`src/rtl/battle_pkg.sv`:
```
// Shared types and constants for the battle controller.
package battle_pkg;

  typedef enum logic [2:0] {
    NO_BATTLE      = 3'd0,
    INIT_BOSS      = 3'd1,
    START_BATTLE   = 3'd2,
    USER_TURN      = 3'd3,
    SHOW_USER_MOVE = 3'd4,
    BOSS_TURN      = 3'd5,
    SHOW_BOSS_MOVE = 3'd6,
    BATTLE_OVER    = 3'd7
  } battle_state_t;

  // Damage per move index; element 0 is the least significant byte.
  localparam logic [7:0][7:0] MOVE_DMG = {8'd50, 8'd40, 8'd35, 8'd30,
                                          8'd25, 8'd20, 8'd15, 8'd10};

  // x^8 + x^6 + x^5 + x^4 + 1 as a Fibonacci tap mask over q[7:0].
  localparam logic [7:0] LFSR_SEED = 8'hA5;
  localparam logic [7:0] LFSR_TAPS = 8'hB8;

endpackage

```
`src/rtl/lfsr8.sv`:
```
// Free-running 8-bit Fibonacci LFSR used to pick boss moves.
module lfsr8
  import battle_pkg::*;
(
  input  logic       clk,
  input  logic       reset,
  output logic [7:0] q
);

  // Shift left every cycle, feeding back the XOR of the tapped bits.
  always_ff @(posedge clk) begin
    if (reset) q <= LFSR_SEED;
    else       q <= {q[6:0], ^(q & LFSR_TAPS)};
  end

endmodule

```
`src/rtl/battle_fsm.sv`:
```
// Trainer-vs-boss battle sequencer: turn order, HP bookkeeping, display holds.
module battle_fsm
  import battle_pkg::*;
#(
  parameter int HP_W        = 8,
  parameter int USER_HP     = 100,
  parameter int BOSS_HP     = 120,
  parameter int NUM_MOVES   = 4,
  parameter int SHOW_CYCLES = 50_000_000
) (
  input  logic                         clk,
  input  logic                         reset,
  input  logic                         battle_bit,
  input  logic                         move_valid,
  input  logic [$clog2(NUM_MOVES)-1:0] move_sel,
  output logic [2:0]                   state,
  output logic [HP_W-1:0]              user_hp,
  output logic [HP_W-1:0]              boss_hp,
  output logic [$clog2(NUM_MOVES)-1:0] shown_move,
  output logic                         shown_is_boss,
  output logic                         battle_done,
  output logic                         user_won
);

  localparam int SEL_W = $clog2(NUM_MOVES);
  localparam int TMR_W = $clog2(SHOW_CYCLES + 1);
  localparam logic [TMR_W-1:0] TMR_LAST = TMR_W'(SHOW_CYCLES - 1);

  battle_state_t    state_q, state_next;
  logic [TMR_W-1:0] timer_q;
  logic             hold_done;
  logic [7:0]       lfsr_q;
  logic [SEL_W-1:0] boss_move;
  logic [7-SEL_W:0] unused_lfsr;

  // Damage lookup for a move index of the configured width.
  function automatic logic [7:0] dmg_of(input logic [SEL_W-1:0] idx);
    logic [2:0] i3;
    i3 = 3'(idx);
    return MOVE_DMG[i3];
  endfunction

  // Subtract damage from HP, clamping at zero instead of wrapping.
  function automatic logic [HP_W-1:0] sat_sub(input logic [HP_W-1:0] hp,
                                              input logic [7:0]      dmg);
    logic [HP_W+7:0] hp_w;
    logic [HP_W+7:0] dmg_w;
    logic [HP_W+7:0] diff;
    hp_w  = {8'd0, hp};
    dmg_w = {{HP_W{1'b0}}, dmg};
    diff  = hp_w - dmg_w;
    if (dmg_w >= hp_w) return '0;
    return diff[HP_W-1:0];
  endfunction

  lfsr8 u_lfsr (
    .clk   (clk),
    .reset (reset),
    .q     (lfsr_q)
  );

  assign boss_move   = lfsr_q[SEL_W-1:0];
  assign unused_lfsr = lfsr_q[7:SEL_W];
  assign hold_done   = (timer_q == TMR_LAST);
  assign state       = state_q;

  // Next-state decode; a dropped battle_bit aborts any in-progress battle.
  always_comb begin
    state_next = state_q;
    case (state_q)
      NO_BATTLE:      if (battle_bit) state_next = INIT_BOSS;
      INIT_BOSS:      state_next = START_BATTLE;
      START_BATTLE:   if (hold_done) state_next = USER_TURN;
      USER_TURN:      if (move_valid) state_next = SHOW_USER_MOVE;
      SHOW_USER_MOVE: if (hold_done)
                        state_next = (boss_hp == '0) ? BATTLE_OVER : BOSS_TURN;
      BOSS_TURN:      state_next = SHOW_BOSS_MOVE;
      SHOW_BOSS_MOVE: if (hold_done)
                        state_next = (user_hp == '0) ? BATTLE_OVER : USER_TURN;
      BATTLE_OVER:    if (!battle_bit) state_next = NO_BATTLE;
      default:        state_next = NO_BATTLE;
    endcase
    if (!battle_bit && state_q != NO_BATTLE && state_q != BATTLE_OVER)
      state_next = NO_BATTLE;
  end

  // State, display timer and HP/move datapath; updates keyed on the taken transition
  // so an abort on the same cycle suppresses them.
  always_ff @(posedge clk) begin
    if (reset) begin
      state_q       <= NO_BATTLE;
      timer_q       <= '0;
      user_hp       <= '0;
      boss_hp       <= '0;
      shown_move    <= '0;
      shown_is_boss <= 1'b0;
      battle_done   <= 1'b0;
      user_won      <= 1'b0;
    end else begin
      state_q     <= state_next;
      battle_done <= (state_next == BATTLE_OVER);
      if (state_next != state_q) timer_q <= '0;
      else if (!hold_done)       timer_q <= timer_q + TMR_W'(1);

      if (state_q == INIT_BOSS) begin
        user_hp  <= HP_W'(USER_HP);
        boss_hp  <= HP_W'(BOSS_HP);
        user_won <= 1'b0;
      end
      if (state_q == USER_TURN && state_next == SHOW_USER_MOVE) begin
        shown_move    <= move_sel;
        shown_is_boss <= 1'b0;
        boss_hp       <= sat_sub(boss_hp, dmg_of(move_sel));
      end
      if (state_q == BOSS_TURN && state_next == SHOW_BOSS_MOVE) begin
        shown_move    <= boss_move;
        shown_is_boss <= 1'b1;
        user_hp       <= sat_sub(user_hp, dmg_of(boss_move));
      end
      if (state_q == SHOW_USER_MOVE && state_next == BATTLE_OVER) user_won <= 1'b1;
      if (state_q == SHOW_BOSS_MOVE && state_next == BATTLE_OVER) user_won <= 1'b0;
    end
  end

endmodule

```
`config.mk`:
```
export PLATFORM = sky130hd
export DESIGN_NAME = battle_fsm
export DESIGN_NICKNAME = d
export VERILOG_FILES = /design/src/rtl/battle_pkg.sv /design/src/rtl/lfsr8.sv /design/src/rtl/battle_fsm.sv
export SDC_FILE = /design/constraint.sdc
export NUM_CORES = 1
export LEC_CHECK = 0
export BUFFER_PORTS_ARGS = -buffer_cell sky130_fd_sc_hd__clkbuf_2
export CAP_MARGIN = 25
export CORE_ASPECT_RATIO = 2
export CORE_MARGIN = 2
export CORE_UTILIZATION = 60
export DETAILED_ROUTE_END_ITERATION = 10
export MAX_ROUTING_LAYER = met4
export PLACE_DENSITY = 0.89
export SLEW_MARGIN = 20
export SYNTH_ARGS = -nofsm -noshare
export SYNTH_HDL_FRONTEND = slang
export SYNTH_SLANG_ARGS = --single-unit
```
`constraint.sdc`:
```
create_clock -name clk -period 4 [get_ports clk]
set_input_delay 0 -clock clk [delete_from_list [all_inputs] [get_ports clk]]
set_output_delay 0 -clock clk [all_outputs]
set_load 0.05 [all_outputs]
```
==> results of run 1 <==
layer usage:
metal | up-vias | part of all wire
met5 | - | 0
met4 | 0 | 0.040
met3 | 36 | 0.037
li1 | 1402 | -
met1 | 1377 | 0.36
met2 | 80 | 0.56
flip-flops by register name, indices dropped and copies added (netlist names):
name,flops
battle_done,1
user_hp,8
boss_hp,8
shown_move,2
u_lfsr.q,8
timer_q,26
state,3
shown_is_boss,1
user_won,1
area by class of cell:
cell class | instances | area [µm²]
multi-input combinational | 293 | 1840
clock buffer | 13 | 149
clock inverter | 3 | 15.0
tap | 58 | 72.6
fill | 434 | 1620
timing repair buffer | 31 | 163
inverter | 18 | 67.6
sequential | 58 | 1160
path summary, 6_finish.rpt:
check	start	to	slack, ns
hold reg to reg	u_lfsr.q[6]$_SDFF_PP0_	u_lfsr.q[7]$_SDFF_PP1_	0.42
setup reg to reg	timer_q[19]$_SDFFE_PP0N_	timer_q[24]$_SDFFE_PP0N_	1.16
hold / removal	battle_bit	state[1]$_SDFF_PP0_	0.02
setup / recovery	timer_q[19]$_SDFFE_PP0N_	timer_q[24]$_SDFFE_PP0N_	1.16
layout by cell type (no fill, tap or decap), types with 4 or more instances in the layout:
master / netlist / final
nor4_1: 6 / 6
xor2_1: 10 / 10
clkbuf_8: 0 / 10
ha_1: 13 / 13
or2_2: 4 / 4
dfxtp_1: 58 / 58
nand4_1: 8 / 8
nor2_1: 50 / 50
nand2_1: 29 / 29
o21ai_0: 12 / 12
inv_1: 18 / 18
nand2b_1: 8 / 8
a21oi_1: 18 / 18
clkbuf_2: 0 / 29
xnor2_1: 21 / 21
nand3_1: 22 / 22
nor2b_1: 12 / 12
nor3_1: 21 / 21
tightest hold or removal path, delay by kind of cell:
kind | cells | cell delay (ns)
buf+inv | 1 | 0.14
simple gates | 2 | 0.17
report_power, final:
| group | internal, mW | switching (mW) |
|---|---|---|
| sequential | 0.592 | 0.0198 |
| clock | 0.239 | 0.223 |
| combinational | 0.0609 | 0.103 |
| total | 0.892 | 0.345 |
cells by family (layout without fill, tap and decap cells):
kind of cell / count (synthesis) / in the layout / share of synthesized area
adders and majority gates: 15 / 15 / 0.0643
and+or+nand+nor: 188 / 188 / 0.310
muxes: 2 / 2 / 0.00675
xor gates and xnor gates: 31 / 31 / 0.0862
AOI/OAI and AO/OA: 57 / 57 / 0.117
DFF: 58 / 58 / 0.369
buffers and inverters: 31 / 65 / 0.0469
==> results.toml, run 1 <==
[worst_setup_path]
worstPathCellList = "nand3_2 > or3_4 > or4_1 > o311ai_2 > a211o_1 > nor2_1"
start_kind = "flop"
criticalPathCategory = "flop to flop"
path_delay_family = "simple AND/OR/NAND/NOR gates"
worstPathArrival_ns = 3.03
slowest_stage = "or4_1"
cp.required_ns = 4.19
ff2ff_path_depth = 6
cp_max_fo = 26
slowest_delay_ns = 0.73
crit_cells = 6
cp_num_buf_inv = 0
cp-end-kind = "flop"

[timing]
fin_crit_sh = 0.711
finalHoldViolations = 0
period_minus_slack_ns = 2.84
whs_ns = 0.0213
drv_slew = 0
rsz0062_at_grt = "no"
worstMarginPinSlew_ns = 0.811
fin_tns_setup_ns = 0
slew_headroom = 0.460
setup_violations = 0
finalWorstSetupSlack_ns = 1.16
clock_skew_ns = 0.0107
fmax_mhz = 352

[global_routing]
grt_pass1_wl_um = 12800
grt_use_met1 = 0.250
first_global_vias = 2946
grt_usage = 0.283
grt_antenna_before_repair = 0
gr-total-overflow = 0
top_usage_layer = "met2"
grt_max_degree = 33
met2_usage = 0.517
grt.met3_usage = 0.0669

[detailed_routing]
ant_nets = 0
wl_per_cell_um = 16.1
drt_iter0_drc = 129
drc = 0
num_vias = 2895
finalWirelength_um = 7620
first_pass_iters = 5
via_per_inst = 6.11

[cts]
cts_hold_buf = 1
clk_pin_slew_ns = 0.06
post_cts_resized = 0
post_cts_buffers = 0
cts_buffers = 9
cts_max_level = 3
clk_path_buf_depth = 2
clk_latency_ns = 0.35
clkSinkCount = 58
root_buffer = "clkbuf_8"
cts_tree = "done"

[final_layout]
stdcell_area_um2 = 3470
area_growth_syn_to_layout_pct = 10.1
drive_above_1_share = 0.130
num_antenna_cells = 0
final_nets = 432
layout.cells.non_filler = 474
final_core_util = 0.681

[logic_synthesis]
seq_area_frac_synth = 0.369
syn_avg_cell_area_um2 = 8.25
yosysWarnings = 0
synth-edff-count = 0
netlist_top_cells_count = "dfxtp_1 (58), nor2_1 (50), nand2_1 (29)"
ys_types = 57
syn_inst = 382
yosys.cell_count.top_type = "dfxtp_1"
yosys-top-cells-area = "dfxtp_1 (37%), nor2_1 (6.0%), xnor2_1 (5.8%)"
syn_nets = 403
yosysTopAreaCell = "dfxtp_1"
async_flop_share = 0
synthFlopType = "dfxtp_1"
synth-seq-cells = 58
yosysTopAreaCellShare = 0.369
synth_area_um2 = 3150

[die]
start_util = 0.619
die_area_um2 = 5880
core_area_um2 = 5090
ios = 30
die_h_um = 106
rows = 37
die_width_um = 55.2

[pwr]
ir_drop_mv = 0.257
power.density_nw_per_um2 = 357
p_leak_nw = 1.30
total_power_mw = 1.24

[placed_design]
port_buffers = 29
place_ws_ns = 1.18
gp_congestion = 0.886
dpl-instance-area_um2 = 3300
dp_hpwl_um = 5520
placedCellCount = 457

[run_status]
run_status = "complete, no violations"

[worst_hold_path]
hold_depth = 3
holdCritPathClass = "input pin to flop"

[job]
drv_cap = 0
Note: power is estimated with default switching activity, not from simulation.
==> inputs of run 2 (changes only) <==
Settings changed: CORE_UTILIZATION 60 to 53, PLACE_DENSITY 0.89 to 0.83.
Clock period 4 ns to 2.5 ns, I/O delays scaled along.
==> run 2 against run 1 <==
Net effect: combinational power is 70% higher; sequential cell count stayed put; register-to-register slack worse by 0.98 ns; largest cell class unchanged; largest power group is now clock.
==> results.toml, run 2 (same netlist as run 1, synthesis figures left out) <==
[final_layout]
mostFrequentLayoutCells = "dfxtp_1 (56), nor2_1 (50), nand2_1 (29), clkbuf_2 (29), nand3_1 (22)"
num-fill-cells = 464
num_antenna_cells = 0
final_nets = 438
drive_above_1_share = 0.157
area_growth_syn_to_layout_pct = 17.1
layout.cells.non_filler = 482
largest_reg_flops = 26
top_register = "timer_q"
mostFrequentLayoutCell = "dfxtp_1"
stdcell_area_um2 = 3690

[global_routing]
grt_max_degree = 32
gr-total-overflow = 0
grt_usage = 0.248
grt_pass1_wl_um = 12400
first_global_vias = 2819
grt_antenna_before_repair = 0

[detailed_routing]
drc = 0
num_vias = 2867
drt_iter0_drc = 126
finalWirelength_um = 7280
first_pass_iters = 4
wl_per_cell_um = 15.1
ant_nets = 0
via_per_inst = 5.95

[worst_setup_path]
r2r_end = "user_hp[7]$_SDFFE_PP0P_"
regToRegSetupSlack_ns = 0.18
r2r-start = "u_lfsr.q[0]$_SDFF_PP1_"
worstPathCellList = "inv_1 > ha_1 > ha_1 > o2111ai_1 > nand3_1 > or4_1 > mux2_2 > nor2_1"
worstPathArrival_ns = 2.58
cp_common_cell = "ha_1"
slowest_delay_ns = 0.54
ff2ff_path_depth = 8
criticalPathCategory = "flop to flop"
cp.required_ns = 2.76
slowest_stage = "or4_1"
cp_max_fo = 5
start_kind = "flop"
cp-end-kind = "flop"

[timing]
fin_crit_sh = 0.930
slew_headroom = 0.609
fin_tns_setup_ns = 0
setup_violations = 0
clock_skew_ns = 0.00438
period_minus_slack_ns = 2.32
drv_slew = 0
fmax_mhz = 430
finalHoldViolations = 0
rsz0062_at_grt = "no"
worstMarginPinSlew_ns = 0.585

[cts]
clk_pin_slew_ns = 0.05
cts_max_level = 3
cts_buffers = 9
cts_tree = "done"
clk_latency_ns = 0.32
root_buffer = "clkbuf_16"
clkSinkCount = 58
clk_path_buf_depth = 2

[die]
ios = 30
core_area_um2 = 5710
start_util = 0.552
die_h_um = 113
die_area_um2 = 6610
die_width_um = 58.5
rows = 39

[placed_design]
dp_hpwl_um = 5330
placedCellCount = 466
port_buffers = 29
dpl-instance-area_um2 = 3360
gp_congestion = 0.908

[pwr]
switching_share = 0.239
p_leak_nw = 1.40
total_power_mw = 2.50
pwr-share-seq = 0.390
pwr-share-clk = 0.498
ir_drop_mv = 0.705
p_switching_mw = 0.596
power.density_nw_per_um2 = 677
combinationalPowerShare = 0.112
p_int_mw = 1.90

[worst_hold_path]
holdCritPathClass = "input pin to flop"
hold_depth = 3
hold_end = "state[1]$_SDFF_PP0_"
holdCritStartpoint = "battle_bit"

[run_status]
run_status = "complete, no violations"

[job]
drv_cap = 0
-- run 2: changes by cell type in the layout (fill, tap and decap cells not counted), sizes merged --
cell and delta:
buf +6, bufinv +1, clkinv -2
-- run 2: stage by stage --
stage                     setup WS (ns)  hold slack [ns]   util
final                             0.176           0.0681  0.646
after global routing             0.0302           0.0717  0.646
after CTS                         0.103           0.0473  0.645
after detailed placement         0.0163            0.329  0.588
after global placement           0.0437            0.334  0.588
after floorplan                  0.0113            0.167      -
-- run 2: repair_timing --
action | in CTS | in global routing
hold buffers | 1 | 0
endpoints found under the setup margin | 2 | 3
pin swaps | 0 | 0
setup buffers | 0 | 0
hold endpoints to repair | 1 | 0
gates cloned | 0 | 0
gates resized for setup | 1 | 4
-- run 2: final cells by class --
type                    count  area [µm²]  share of cell area
multi-input cells         293        1860               0.503
flip-flops and latches     58        1160               0.315
clock buffers              13         270              0.0732
repair buffers             37         220              0.0597
well taps                  61        76.3              0.0207
inverters                  18        67.6              0.0183
clock inverters             2        35.0             0.00949
-- run 2: power groups by stage --
stage	Combinational [mW]	Clock [mW]	Sequential, mW
global route	0.305	1.30	0.978
finish	0.279	1.25	0.975
detailed placement	0.269	0	0.993
global placement	0.264	0	0.992
CTS	0.273	1.25	0.975
floorplan	0.176	0	1.02
-- run 2: metal layers --
metal | GRT usage | vias up | wire length [µm] | share of wire
met3 | 0.0549 | 25 | 272 | 0.037
met4 | 0.141 | 0 | 268 | 0.037
met5 | - | - | 0 | 0
li1 | - | 1412 | - | -
met2 | 0.422 | 78 | 3980 | 0.55
met1 | 0.253 | 1352 | 2760 | 0.38
-- run 2: worst max-delay path by stage --
stage                       startpoint  slack, ns  depth (start not counted)                      end
2_1_floorplan  boss_hp[0]$_SDFFE_PP0P_       0.01                          9  boss_hp[5]$_SDFFE_PP0P_
4_1_cts         u_lfsr.q[0]$_SDFF_PP1_       0.10                          9  user_hp[1]$_SDFFE_PP0P_
3_5_place_dp    u_lfsr.q[0]$_SDFF_PP1_       0.02                          9  user_hp[3]$_SDFFE_PP0P_
5_1_grt         u_lfsr.q[0]$_SDFF_PP1_       0.03                          9  user_hp[1]$_SDFFE_PP0P_
6_report        u_lfsr.q[0]$_SDFF_PP1_       0.18                          8  user_hp[7]$_SDFFE_PP0P_
3_3_place_gp    u_lfsr.q[0]$_SDFF_PP1_       0.04                          9  user_hp[3]$_SDFFE_PP0P_
-- run 2: critical path: cells and delay by family (launching register included) --
kind	cells	cell delay, ns
AOI/OAI and AO/OA	1	0.13
adders and majority gates	2	0.63
buffers and inverters	1	0.07
DFF	1	0.37
muxes	1	0.29
and+or+nand+nor	3	0.77
